[config.mk]
export PLATFORM = sky130hd
export DESIGN_NAME = bypass_rf_wb_ctrl_flat
export DESIGN_NICKNAME = d
export VERILOG_FILES = /design/src/rtl/bypass_rf_wb_ctrl_pkg.sv /design/src/rtl/bypass_rf_wb_ctrl_if.sv /design/src/rtl/bypass_rf_wb_ctrl_rr_pick2.sv /design/src/rtl/bypass_rf_wb_ctrl.sv /design/src/flat_wrapper.sv
export SDC_FILE = /design/constraint.sdc
export NUM_CORES = 1
export LEC_CHECK = 0
export ABC_AREA = 1
export CAP_MARGIN = 30
export CORE_MARGIN = 2
export CORE_UTILIZATION = 56
export CTS_CLUSTER_DIAMETER = 80
export DETAILED_ROUTE_END_ITERATION = 16
export DONT_BUFFER_PORTS = 1
export GPL_TIMING_DRIVEN = 0
export PLACE_DENSITY = 0.8
export SYNTH_ARGS = -nofsm -noshare
export SYNTH_HDL_FRONTEND = slang
export SYNTH_SLANG_ARGS = --single-unit
[constraint.sdc]
create_clock -name CLK -period 6.1 [get_ports CLK]
set_input_delay 1.83 -clock CLK [delete_from_list [all_inputs] [get_ports CLK]]
set_output_delay 1.83 -clock CLK [all_outputs]
set_load 0.03 [all_outputs]
[src/rtl/bypass_rf_wb_ctrl_pkg.sv]
// Shared defaults and per-name lifecycle encoding for the bypassing register file
// writeback/free controller and its benches.
package bypass_rf_wb_ctrl_pkg;

  localparam int DEF_NAME_W  = 2;
  localparam int DEF_DATA_W  = 32;
  localparam int DEF_NUM_REQ = 4;

  typedef enum logic [1:0] {
    NS_IDLE  = 2'd0,
    NS_ALLOC = 2'd1,
    NS_DONE  = 2'd2
  } name_state_e;

  function automatic name_state_e name_state(input logic alloc_v, input logic written,
                                             input logic retired);
    if (!alloc_v)              return NS_IDLE;
    else if (written && retired) return NS_DONE;
    else                       return NS_ALLOC;
  endfunction

endpackage

[src/rtl/bypass_rf_wb_ctrl_if.sv]
// Writeback, alloc/retire and free-port signals between the pipeline, the
// controller (slave) and the environment/register file (master).
interface bypass_rf_wb_ctrl_if #(
  parameter int name_width = 2,
  parameter int data_width = 32,
  parameter int num_req    = 4
);
  logic [num_req-1:0]            REQ_VALID;
  logic [num_req*name_width-1:0] REQ_NAME;
  logic [num_req*data_width-1:0] REQ_DATA;
  logic [num_req-1:0]            REQ_READY;
  logic [name_width-1:0]         NAME_IN_1, NAME_IN_2;
  logic [data_width-1:0]         D_IN_1, D_IN_2;
  logic                          WE_1, WE_2;
  logic                          ALLOC_FIRE;
  logic [name_width-1:0]         ALLOC_NAME;
  logic                          RET_VALID;
  logic [name_width-1:0]         RET_NAME;
  logic [name_width-1:0]         W_F;
  logic                          WFE;
  logic                          F_READY;
  logic [name_width:0]           PENDING;
  logic                          ERR;

  modport slave (
    input  REQ_VALID, REQ_NAME, REQ_DATA, ALLOC_FIRE, ALLOC_NAME, RET_VALID, RET_NAME, F_READY,
    output REQ_READY, NAME_IN_1, NAME_IN_2, D_IN_1, D_IN_2, WE_1, WE_2, W_F, WFE, PENDING, ERR
  );

  modport master (
    output REQ_VALID, REQ_NAME, REQ_DATA, ALLOC_FIRE, ALLOC_NAME, RET_VALID, RET_NAME, F_READY,
    input  REQ_READY, NAME_IN_1, NAME_IN_2, D_IN_1, D_IN_2, WE_1, WE_2, W_F, WFE, PENDING, ERR
  );
endinterface

[src/rtl/bypass_rf_wb_ctrl_rr_pick2.sv]
// Two-grant round-robin picker: first valid from i_ptr wins port 1; the next valid
// whose name differs from the winner's (exclusion mask) wins port 2.
module bypass_rf_wb_ctrl_rr_pick2 #(
  parameter int N  = 4,
  parameter int NW = 2,
  parameter int IW = (N > 1) ? $clog2(N) : 1
) (
  input  logic [N-1:0]    i_req,
  input  logic [N*NW-1:0] i_name,
  input  logic [IW-1:0]   i_ptr,
  output logic            o_v1,
  output logic            o_v2,
  output logic [IW-1:0]   o_idx1,
  output logic [IW-1:0]   o_idx2,
  output logic [N-1:0]    o_gnt1,
  output logic [N-1:0]    o_gnt2
);

  logic [N-1:0] w_excl;

  function automatic logic [IW:0] first(input logic [N-1:0] req, input logic [IW-1:0] ptr);
    logic [IW:0] r;
    int j;
    r = '0;
    for (int k = 0; k < N; k++) begin
      j = int'(ptr) + k;
      if (j >= N) j = j - N;
      if (req[j] && !r[IW]) r = {1'b1, IW'(j)};
    end
    return r;
  endfunction

  always_comb begin
    w_excl = '0;
    {o_v1, o_idx1} = first(i_req, i_ptr);
    for (int j = 0; j < N; j++)
      w_excl[j] = (i_name[j*NW +: NW] == i_name[int'(o_idx1)*NW +: NW]);
    {o_v2, o_idx2} = first(i_req & ~w_excl, i_ptr);
    o_gnt1 = o_v1 ? (N'(1) << o_idx1) : '0;
    o_gnt2 = o_v2 ? (N'(1) << o_idx2) : '0;
  end

endmodule

[src/rtl/bypass_rf_wb_ctrl.sv]
// Writeback arbiter and in-order free sequencer for the bypassing register file.
// Optional protocol checker (sticky ERR) enabled by BYPASS_RF_WB_CTRL_CHECK_EN.
module bypass_rf_wb_ctrl
  import bypass_rf_wb_ctrl_pkg::*;
#(
  parameter int name_width = DEF_NAME_W,
  parameter int data_width = DEF_DATA_W,
  parameter int num_req    = DEF_NUM_REQ
) (
  input logic CLK,
  input logic RST,
  bypass_rf_wb_ctrl_if.slave bus
);

  localparam int NN = 1 << name_width;
  localparam int IW = (num_req > 1) ? $clog2(num_req) : 1;
  localparam logic [name_width:0] P_MAX = (name_width+1)'(NN);

  logic [num_req-1:0]    w_req, w_gnt1, w_gnt2;
  logic                  w_v1, w_v2, w_done, w_free;
  logic [IW-1:0]         w_idx1, w_idx2;
  logic [name_width-1:0] w_name1, w_name2;
  logic [data_width-1:0] w_d1, w_d2;

  logic [IW-1:0]         r_rr_ptr;
  logic [name_width-1:0] r_free_ptr, r_name1, r_name2;
  logic [NN-1:0]         r_alloc_v, r_written, r_retired;
  logic                  r_we1, r_we2;
  logic [data_width-1:0] r_d1, r_d2;
  logic [name_width:0]   r_pending;

  function automatic logic [IW-1:0] rr_next(input logic [IW-1:0] idx);
    return (int'(idx) == num_req - 1) ? '0 : idx + 1'b1;
  endfunction

  assign w_req = bus.REQ_VALID & {num_req{RST}};

  bypass_rf_wb_ctrl_rr_pick2 #(.N(num_req), .NW(name_width), .IW(IW)) u_pick (
    .i_req(w_req), .i_name(bus.REQ_NAME), .i_ptr(r_rr_ptr),
    .o_v1(w_v1), .o_v2(w_v2), .o_idx1(w_idx1), .o_idx2(w_idx2),
    .o_gnt1(w_gnt1), .o_gnt2(w_gnt2)
  );

  assign w_name1 = bus.REQ_NAME[int'(w_idx1)*name_width +: name_width];
  assign w_name2 = bus.REQ_NAME[int'(w_idx2)*name_width +: name_width];
  assign w_d1    = bus.REQ_DATA[int'(w_idx1)*data_width +: data_width];
  assign w_d2    = bus.REQ_DATA[int'(w_idx2)*data_width +: data_width];

  assign bus.REQ_READY = w_gnt1 | w_gnt2;
  assign bus.WE_1      = r_we1;
  assign bus.WE_2      = r_we2;
  assign bus.NAME_IN_1 = r_name1;
  assign bus.NAME_IN_2 = r_name2;
  assign bus.D_IN_1    = r_d1;
  assign bus.D_IN_2    = r_d2;

  // Frees are strictly in allocation order: only the name at free_ptr is considered.
  assign w_done      = name_state(r_alloc_v[r_free_ptr], r_written[r_free_ptr],
                                  r_retired[r_free_ptr]) == NS_DONE;
  assign bus.WFE     = RST & w_done;
  assign bus.W_F     = r_free_ptr;
  assign w_free      = bus.WFE & bus.F_READY;
  assign bus.PENDING = r_pending;

  always_ff @(posedge CLK or negedge RST) begin
    if (!RST) begin
      r_we1 <= 1'b0; r_we2 <= 1'b0;
      r_name1 <= '0; r_name2 <= '0;
      r_d1 <= '0;    r_d2 <= '0;
      r_rr_ptr <= '0;
    end else begin
      r_we1 <= w_v1;
      r_we2 <= w_v2;
      if (w_v1) begin r_name1 <= w_name1; r_d1 <= w_d1; end
      if (w_v2) begin r_name2 <= w_name2; r_d2 <= w_d2; end
      if (w_v2)      r_rr_ptr <= rr_next(w_idx2);
      else if (w_v1) r_rr_ptr <= rr_next(w_idx1);
    end
  end

  // written is set as the file commits, i.e. at the end of the cycle WE_x is high.
  always_ff @(posedge CLK or negedge RST) begin
    if (!RST) begin
      r_alloc_v <= '0; r_written <= '0; r_retired <= '0;
      r_free_ptr <= '0;
      r_pending <= '0;
    end else begin
      if (bus.ALLOC_FIRE) begin
        r_alloc_v[bus.ALLOC_NAME] <= 1'b1;
        r_written[bus.ALLOC_NAME] <= 1'b0;
        r_retired[bus.ALLOC_NAME] <= 1'b0;
      end
      if (r_we1) r_written[r_name1] <= 1'b1;
      if (r_we2) r_written[r_name2] <= 1'b1;
      if (bus.RET_VALID) r_retired[bus.RET_NAME] <= 1'b1;
      if (w_free) begin
        r_alloc_v[r_free_ptr] <= 1'b0;
        r_written[r_free_ptr] <= 1'b0;
        r_retired[r_free_ptr] <= 1'b0;
        r_free_ptr <= r_free_ptr + 1'b1;
      end
      case ({bus.ALLOC_FIRE, w_free})
        2'b10:   if (r_pending != P_MAX) r_pending <= r_pending + 1'b1;
        2'b01:   if (r_pending != '0)    r_pending <= r_pending - 1'b1;
        default: r_pending <= r_pending;
      endcase
    end
  end

`ifdef BYPASS_RF_WB_CTRL_CHECK_EN
  logic w_bad, r_err;
  always_comb begin
    w_bad = 1'b0;
    if (w_v1 && (!r_alloc_v[w_name1] || r_written[w_name1])) w_bad = 1'b1;
    if (w_v2 && (!r_alloc_v[w_name2] || r_written[w_name2])) w_bad = 1'b1;
    if (bus.RET_VALID && !r_alloc_v[bus.RET_NAME])           w_bad = 1'b1;
    if (bus.ALLOC_FIRE && r_alloc_v[bus.ALLOC_NAME])         w_bad = 1'b1;
  end
  always_ff @(posedge CLK or negedge RST) begin
    if (!RST)       r_err <= 1'b0;
    else if (w_bad) r_err <= 1'b1;
  end
  assign bus.ERR = r_err;
`else
  assign bus.ERR = 1'b0;
`endif

endmodule

[src/flat_wrapper.sv]
// flat-port wrapper written by rule: the top's interface ports become plain ports
module bypass_rf_wb_ctrl_flat import bypass_rf_wb_ctrl_pkg::*;
#(
  parameter int name_width = DEF_NAME_W,
  parameter int data_width = DEF_DATA_W,
  parameter int num_req    = DEF_NUM_REQ
)
  (CLK, RST, bus_REQ_VALID, bus_REQ_NAME, bus_REQ_DATA, bus_ALLOC_FIRE, bus_ALLOC_NAME, bus_RET_VALID, bus_RET_NAME, bus_F_READY, bus_REQ_READY, bus_NAME_IN_1, bus_NAME_IN_2, bus_D_IN_1, bus_D_IN_2, bus_WE_1, bus_WE_2, bus_W_F, bus_WFE, bus_PENDING, bus_ERR);
  bypass_rf_wb_ctrl_if #(.name_width(name_width), .data_width(data_width), .num_req(num_req)) bus_i ();
  input logic CLK;
  input logic RST;
  input wire logic [$bits(bus_i.REQ_VALID)-1:0] bus_REQ_VALID;
  input wire logic [$bits(bus_i.REQ_NAME)-1:0] bus_REQ_NAME;
  input wire logic [$bits(bus_i.REQ_DATA)-1:0] bus_REQ_DATA;
  input wire logic [$bits(bus_i.ALLOC_FIRE)-1:0] bus_ALLOC_FIRE;
  input wire logic [$bits(bus_i.ALLOC_NAME)-1:0] bus_ALLOC_NAME;
  input wire logic [$bits(bus_i.RET_VALID)-1:0] bus_RET_VALID;
  input wire logic [$bits(bus_i.RET_NAME)-1:0] bus_RET_NAME;
  input wire logic [$bits(bus_i.F_READY)-1:0] bus_F_READY;
  output wire logic [$bits(bus_i.REQ_READY)-1:0] bus_REQ_READY;
  output wire logic [$bits(bus_i.NAME_IN_1)-1:0] bus_NAME_IN_1;
  output wire logic [$bits(bus_i.NAME_IN_2)-1:0] bus_NAME_IN_2;
  output wire logic [$bits(bus_i.D_IN_1)-1:0] bus_D_IN_1;
  output wire logic [$bits(bus_i.D_IN_2)-1:0] bus_D_IN_2;
  output wire logic [$bits(bus_i.WE_1)-1:0] bus_WE_1;
  output wire logic [$bits(bus_i.WE_2)-1:0] bus_WE_2;
  output wire logic [$bits(bus_i.W_F)-1:0] bus_W_F;
  output wire logic [$bits(bus_i.WFE)-1:0] bus_WFE;
  output wire logic [$bits(bus_i.PENDING)-1:0] bus_PENDING;
  output wire logic [$bits(bus_i.ERR)-1:0] bus_ERR;
  assign bus_i.REQ_VALID = bus_REQ_VALID;
  assign bus_i.REQ_NAME = bus_REQ_NAME;
  assign bus_i.REQ_DATA = bus_REQ_DATA;
  assign bus_i.ALLOC_FIRE = bus_ALLOC_FIRE;
  assign bus_i.ALLOC_NAME = bus_ALLOC_NAME;
  assign bus_i.RET_VALID = bus_RET_VALID;
  assign bus_i.RET_NAME = bus_RET_NAME;
  assign bus_i.F_READY = bus_F_READY;
  assign bus_REQ_READY = bus_i.REQ_READY;
  assign bus_NAME_IN_1 = bus_i.NAME_IN_1;
  assign bus_NAME_IN_2 = bus_i.NAME_IN_2;
  assign bus_D_IN_1 = bus_i.D_IN_1;
  assign bus_D_IN_2 = bus_i.D_IN_2;
  assign bus_WE_1 = bus_i.WE_1;
  assign bus_WE_2 = bus_i.WE_2;
  assign bus_W_F = bus_i.W_F;
  assign bus_WFE = bus_i.WFE;
  assign bus_PENDING = bus_i.PENDING;
  assign bus_ERR = bus_i.ERR;
  bypass_rf_wb_ctrl #(.name_width(name_width), .data_width(data_width), .num_req(num_req)) u_core (.CLK(CLK), .RST(RST), .bus(bus_i));
endmodule
After elaboration in Yosys (flattened, before gate mapping)
Index checks and enable logic that the tools add are counted.
Word-level totals
  flip-flop bits (word level): 89
  output and inout bits: 81
  logic and storage cells: 171
Cells by class
  $add $sub $neg: 12
  order comparisons: 18
  equal/unequal tests: 12
  shift operators: 6
  multiplexer cells: 72
  bitwise logic cells: 17
  reduce and logical (&&, ||, !) cells: 22
Operator list (number)
  $shiftx 128x8->32: 2
  $lt 32x4->1 const B: 4
  $mux 32: 4
  $mux 4: 11
  $mux 3: 10
  $and 4x4->4: 7
  $mux 1: 24
  $bmux 1 s2: 11
  $or 4x4->4: 5
  $shiftx 8x4->2: 2
  $lt 2x3->1 const B: 5
  $logic_and 1x1->1: 12
  $mux 2: 6
  $not 4->4: 3
  $sub 3x3->4 const B: 3
  $demux 1 s2: 5
  $ge 2x1->1 const B: 5
  $ge 3x3->1 const B: 3
  $eq 2x2->1: 4
  $shl 1x2->4 const A: 2
  $add 2x1->2 const B: 3
  $add 2x2->3 const B: 2
  $eq 2x1->1 const B: 3
  $logic_not 1->1: 6
  other kinds (13): 17

Longest topological paths before layout
  depth in word-level cells: 35
  gate-level depth with buffers: 29
  depth with buffers taken out: 26

Cells and area by module
Synthesis repeated with hierarchy kept, for this count alone.
Unflattened totals
  cell total of the unflattened synthesis: 979
  area total of the unflattened synthesis: 6648.9 um^2
By module, submodules not included
  bypass_rf_wb_ctrl: times used 1, cells an instance 817, area each 5874.4 um^2
  bypass_rf_wb_ctrl_rr_pick2: times used 1, cells an instance 162, area each 774.5 um^2

Least setup slack after synthesis
OpenSTA, ideal clock, no wires.
  path type: input port to output port
  from: input RST
  to: output bus_REQ_READY[1]
  data arrival time: 4.482 ns
  setup slack: -0.212 ns
  cell stages on the path: 25
  buffers on the path: 3
  path through: buf_4 > nand2_1 > o21ai_1 > nand2_1 > nand2_1 > nand4_1 > nand2_2 > nand2_2 > buf_6 > nand2_2 > nand3_2 > nand2_1 > nand2_1 > nand2_1 > nand2_1 > nand3_1 > nand2_2 > nor2_4 > nand3_4 > nand2_2 > nand2_2 > buf_4 > inv_1 > ha_1 > a22o_1
On the way
  longest elaborated chain between the ends: 34
Ends and longest elaborated chain
  from (decl): RTL line flat_wrapper.sv:11  | input logic RST;
  $and 4x4->4 (*): RTL line bypass_rf_wb_ctrl.sv:36  | assign w_req = bus.REQ_VALID & {num_req{RST}};
  $bmux 1 s2: RTL line bypass_rf_wb_ctrl_rr_pick2.sv:28  | if (req[j] && !r[IW]) r = {1'b1, IW'(j)};
  $mux 1 (implied by the code) (2 in a row): RTL line bypass_rf_wb_ctrl_rr_pick2.sv:28
  $mux 3: RTL line bypass_rf_wb_ctrl_rr_pick2.sv:28
  $logic_not 1->1: RTL line bypass_rf_wb_ctrl_rr_pick2.sv:28
  $logic_and 1x1->1: RTL line bypass_rf_wb_ctrl_rr_pick2.sv:28
  $mux 3: RTL line bypass_rf_wb_ctrl_rr_pick2.sv:28
  $logic_not 1->1: RTL line bypass_rf_wb_ctrl_rr_pick2.sv:28
  [... 17 more ...]
  $logic_and 1x1->1: RTL line bypass_rf_wb_ctrl_rr_pick2.sv:28
  $mux 3: RTL line bypass_rf_wb_ctrl_rr_pick2.sv:28
  $logic_not 1->1: RTL line bypass_rf_wb_ctrl_rr_pick2.sv:28
  $logic_and 1x1->1: RTL line bypass_rf_wb_ctrl_rr_pick2.sv:28
  $mux 3: RTL line bypass_rf_wb_ctrl_rr_pick2.sv:28
  $shl 1x2->4: RTL line bypass_rf_wb_ctrl_rr_pick2.sv:40  | o_gnt2 = o_v2 ? (N'(1) << o_idx2) : '0;
  $mux 4: RTL line bypass_rf_wb_ctrl_rr_pick2.sv:40
  $or 4x4->4 (*): RTL line bypass_rf_wb_ctrl.sv:49  | assign bus.REQ_READY = w_gnt1 | w_gnt2;
  to (decl): RTL line flat_wrapper.sv:20  | output wire logic [$bits(bus_i.REQ_READY)-1:0] bus_REQ_READY;
Mark *: on every way between the ends. The rest lies on a longest branch, timed or not. The select of a mux whose other input is x is not followed.

Final worst setup path
  from: input RST
  to: output bus_REQ_READY[2]
Same word-level chain as after synthesis.

==> metrics.cfg <==
[global_route]
grt_pass1_wl_um = 39300
grt_max_degree = 93
antenna_found_initial = 0
grt_overflow = 0
grt_use_total_pct = 37.7
grt_pass1_vias = 7724

[cells_and_area]
final_core_util_pct = 67.2
nFillCells = 1085
finalNetCount = 1306
n_antenna_cell = 0
synthToLayoutAreaGrowth_pct = 18.8
final_cell_mix = nand2_1 (283), nand3_1 (169), inv_1 (162), dfrtp_1 (89), buf_4 (44)
layout-drive-gt1-share_pct = 16.6
final_common_cell = nand2_1

[worst_setup_path]
crit_required_ns = 4.27
worst_path_largest_cell_delay_ns = 0.26
arrival_ns = 4.65
cp_slowest_cell = a22o_4
end_kind = output port
r2r_cells = 14
crit_type = primary input to output port
path_cells = buf_12, nand3_1, nand3_1, nand2_2, nand3_4, nor2_4, nor2_4, nor2_4, nand3_1, nand2_1, nand2_1, nand2_1, nand2_2, nand3_2, nand2_2, buf_4, a21boi_2, a21oi_4, buf_6, ha_4, a22o_4
cp-start-kind = primary input
path_max_fanout = 92

[clock_network]
clk_path_buf_depth = 2
clk_latency_ns = 0.36
tritoncts = done
cts.clk_slew.worst_paths_ns = 0.07
htreeDepth = 3
cts.sinks = 89
cts-root-buf = clkbuf_16
numCtsBuffers = 9
cts_hold_buf = 0

[logic_synthesis]
muxShareOfSynthArea_pct = 0
synth_simple_gate_area_share_pct = 35.8
yosysWarnings = 0
synth_compound_area_share_pct = 15.4
synthAdderAreaFrac_pct = 2.77
ys.flop_type = dfrtp_1
synth.top_cells.by_area = dfrtp_1 (32%), nand2_1 (17%), nand3_1 (13%), inv_1 (8.7%), o211ai_1 (3.5%)
syn_inst = 1093
synth_nets = 1257
synthDistinctLibCells = 40
synth_top_cell_area_share_pct = 31.6
async_flop_share_pct = 100
synth_xor_area_share_pct = 0.372
synth_top_family_by_area = simple AND/OR/NAND/NOR gates
synth.largest_area_cell = dfrtp_1
synth_edf_count = 0
synth-seq-area-share_pct = 31.6
syn_area_per_cell_um2 = 6.46
ys_ff_latch = 89
syn-cell-area_um2 = 7060

[die]
rows = 41
die_h_um = 116
core_region_area_um2 = 12500
die_area_um2 = 13500
ios = 230
die_w_um = 116
start_util_pct = 56.6

[timing]
rsz0062_at_grt = true
finalCritPeriodShare_pct = 106
hold_violations = 0
worst_pin_slew_ns = 0.891
slew_headroom_pct = 40.3
fmax_mhz = 154
finalWorstSetupSlack_ns = -0.384
period_minus_slack_ns = 6.48
final_max_slew_viol_count = 0
skew_ns = 0.00913
setup_viol = 4

[min_path]
hold-path-cell-count = 2
hold_path_class = flip-flop to flip-flop

[place]
hpwl_um = 17500
gp_congestion = 0.951
port-buffer-count = 0

[detailed_routing]
vias = 7987
drtAntennaViolNets = 0
wl_um = 26000
routedWlPerCell_um = 19.7
drt_iter0_markers = 873
drcViolationCount = 0
via_per_inst = 6.06
drtPass1Iterations = 6

[run_status]
violations = negative setup slack
outcome = complete, but fails checks

[run]
maxCapViolations = 0

synthesized netlist by cell type (2+ instances only):
cell / n
ha_1: 14
nand2_2: 10
xor2_1: 3
clkbuf_1: 34
inv_2: 5
inv_1: 164
o21ai_4: 2
o211ai_1: 33
o21ai_1: 3
a31oi_1: 35
nand3_2: 6
o21ai_0: 36
nand3_1: 186
buf_2: 18
buf_6: 5
buf_1: 2
nor2_1: 40
nand4_1: 5
dfrtp_1: 89
a21oi_1: 42
a22o_1: 4
nor3_1: 3
a32oi_1: 5
nor2_4: 3
nand2_1: 318
buf_4: 10
a32o_1: 2
a22oi_1: 4
layout make-up:
| type | instances | area, um^2 | share of cell area, % |
|---|---|---|---|
| multi-input combinational | 766 | 4280 | 51.1 |
| sequential | 89 | 2230 | 26.6 |
| inverter | 169 | 642 | 7.66 |
| buffer | 67 | 377 | 4.49 |
| timing repair buffer | 40 | 328 | 3.91 |
| clock buffer | 9 | 225 | 2.69 |
| tap | 172 | 215 | 2.57 |
| clock inverter | 7 | 86.3 | 1.03 |
timing repair:
action | in CTS | in global routing
endpoints found under the setup margin | 4 | 4
gates resized for setup | 38 | 46
setup buffers | 27 | 12
gates cloned | 1 | 0
pin swaps | 32 | 40
state kept, by name (all words and copies together) (netlist names):
| signal | flops |
|---|---|
| u_core.bus.NAME_IN_1 | 2 |
| u_core.r_written | 4 |
| u_core.bus.D_IN_1 | 32 |
| u_core.r_rr_ptr | 2 |
| u_core.bus.W_F | 2 |
| u_core.bus.PENDING | 3 |
| u_core.r_alloc_v | 4 |
| u_core.r_retired | 4 |
| u_core.bus.NAME_IN_2 | 2 |
| u_core.bus.D_IN_2 | 32 |
| u_core.bus.WE_1 | 1 |
| u_core.bus.WE_2 | 1 |
cells by family after synthesis:
logic type	Yosys count
other	1
AOI/OAI and AO/OA	171
xor gates and xnor gates	3
DFF	89
buffers and inverters	238
and+or+nand+nor	576
adders and majority gates	15
critical path, delay by kind of cell:
kind | cells | cell delay [ns]
simple gates | 14 | 1.58
buf+inv | 3 | 0.44
compound gates | 3 | 0.59
fa+ha+maj | 1 | 0.15
final timing paths:
check | from | endpoint | slack (ns)
setup reg to reg | u_core.bus.W_F[0]$_DFFE_PN0P_ | u_core.bus.PENDING[2]$_DFFE_PN0P_ | 2.01
min in group asynchronous | RST | u_core.bus.D_IN_1[1]$_DFFE_PN0P_ | 1.16
hold reg to reg | u_core.r_alloc_v[3]$_DFF_PN0_ | u_core.r_alloc_v[3]$_DFF_PN0_ | 0.54
hold / removal | u_core.r_alloc_v[3]$_DFF_PN0_ | u_core.r_alloc_v[3]$_DFF_PN0_ | 0.54
max in group asynchronous | RST | u_core.bus.D_IN_2[30]$_DFFE_PN0P_ | 4.80
setup / recovery | RST | bus_REQ_READY[2] | -0.38
layer usage:
layer	track usage, %	up-vias	part of all wire [%]
met1	45.4	3682	36
met5	0	-	0
met2	60.3	530	48
met3	11.5	123	11
met4	20.6	0	4.7
li1	-	3652	-
stage by stage:
| stage | TNS (ns) | cell area (um^2) | hold slack (ns) | worst slack, ns | instances |
|---|---|---|---|---|---|
| after floorplan | -0.153 | 7200 | 0.496 | -0.0398 | 1093 |
| after global placement | -2.19 | 7420 | 0.513 | -0.551 | 1265 |
| after detailed placement | -2.27 | 7420 | 0.530 | -0.572 | 1265 |
| after CTS | -0.818 | 8130 | 0.540 | -0.207 | 1307 |
| after global routing | -2.09 | 8380 | 0.587 | -0.525 | 1319 |
| final | -1.49 | 8380 | 0.537 | -0.384 | 1319 |
Power is not shown: default switching activity piles up to over one toggle a cycle in this logic, so the estimate is an artifact.
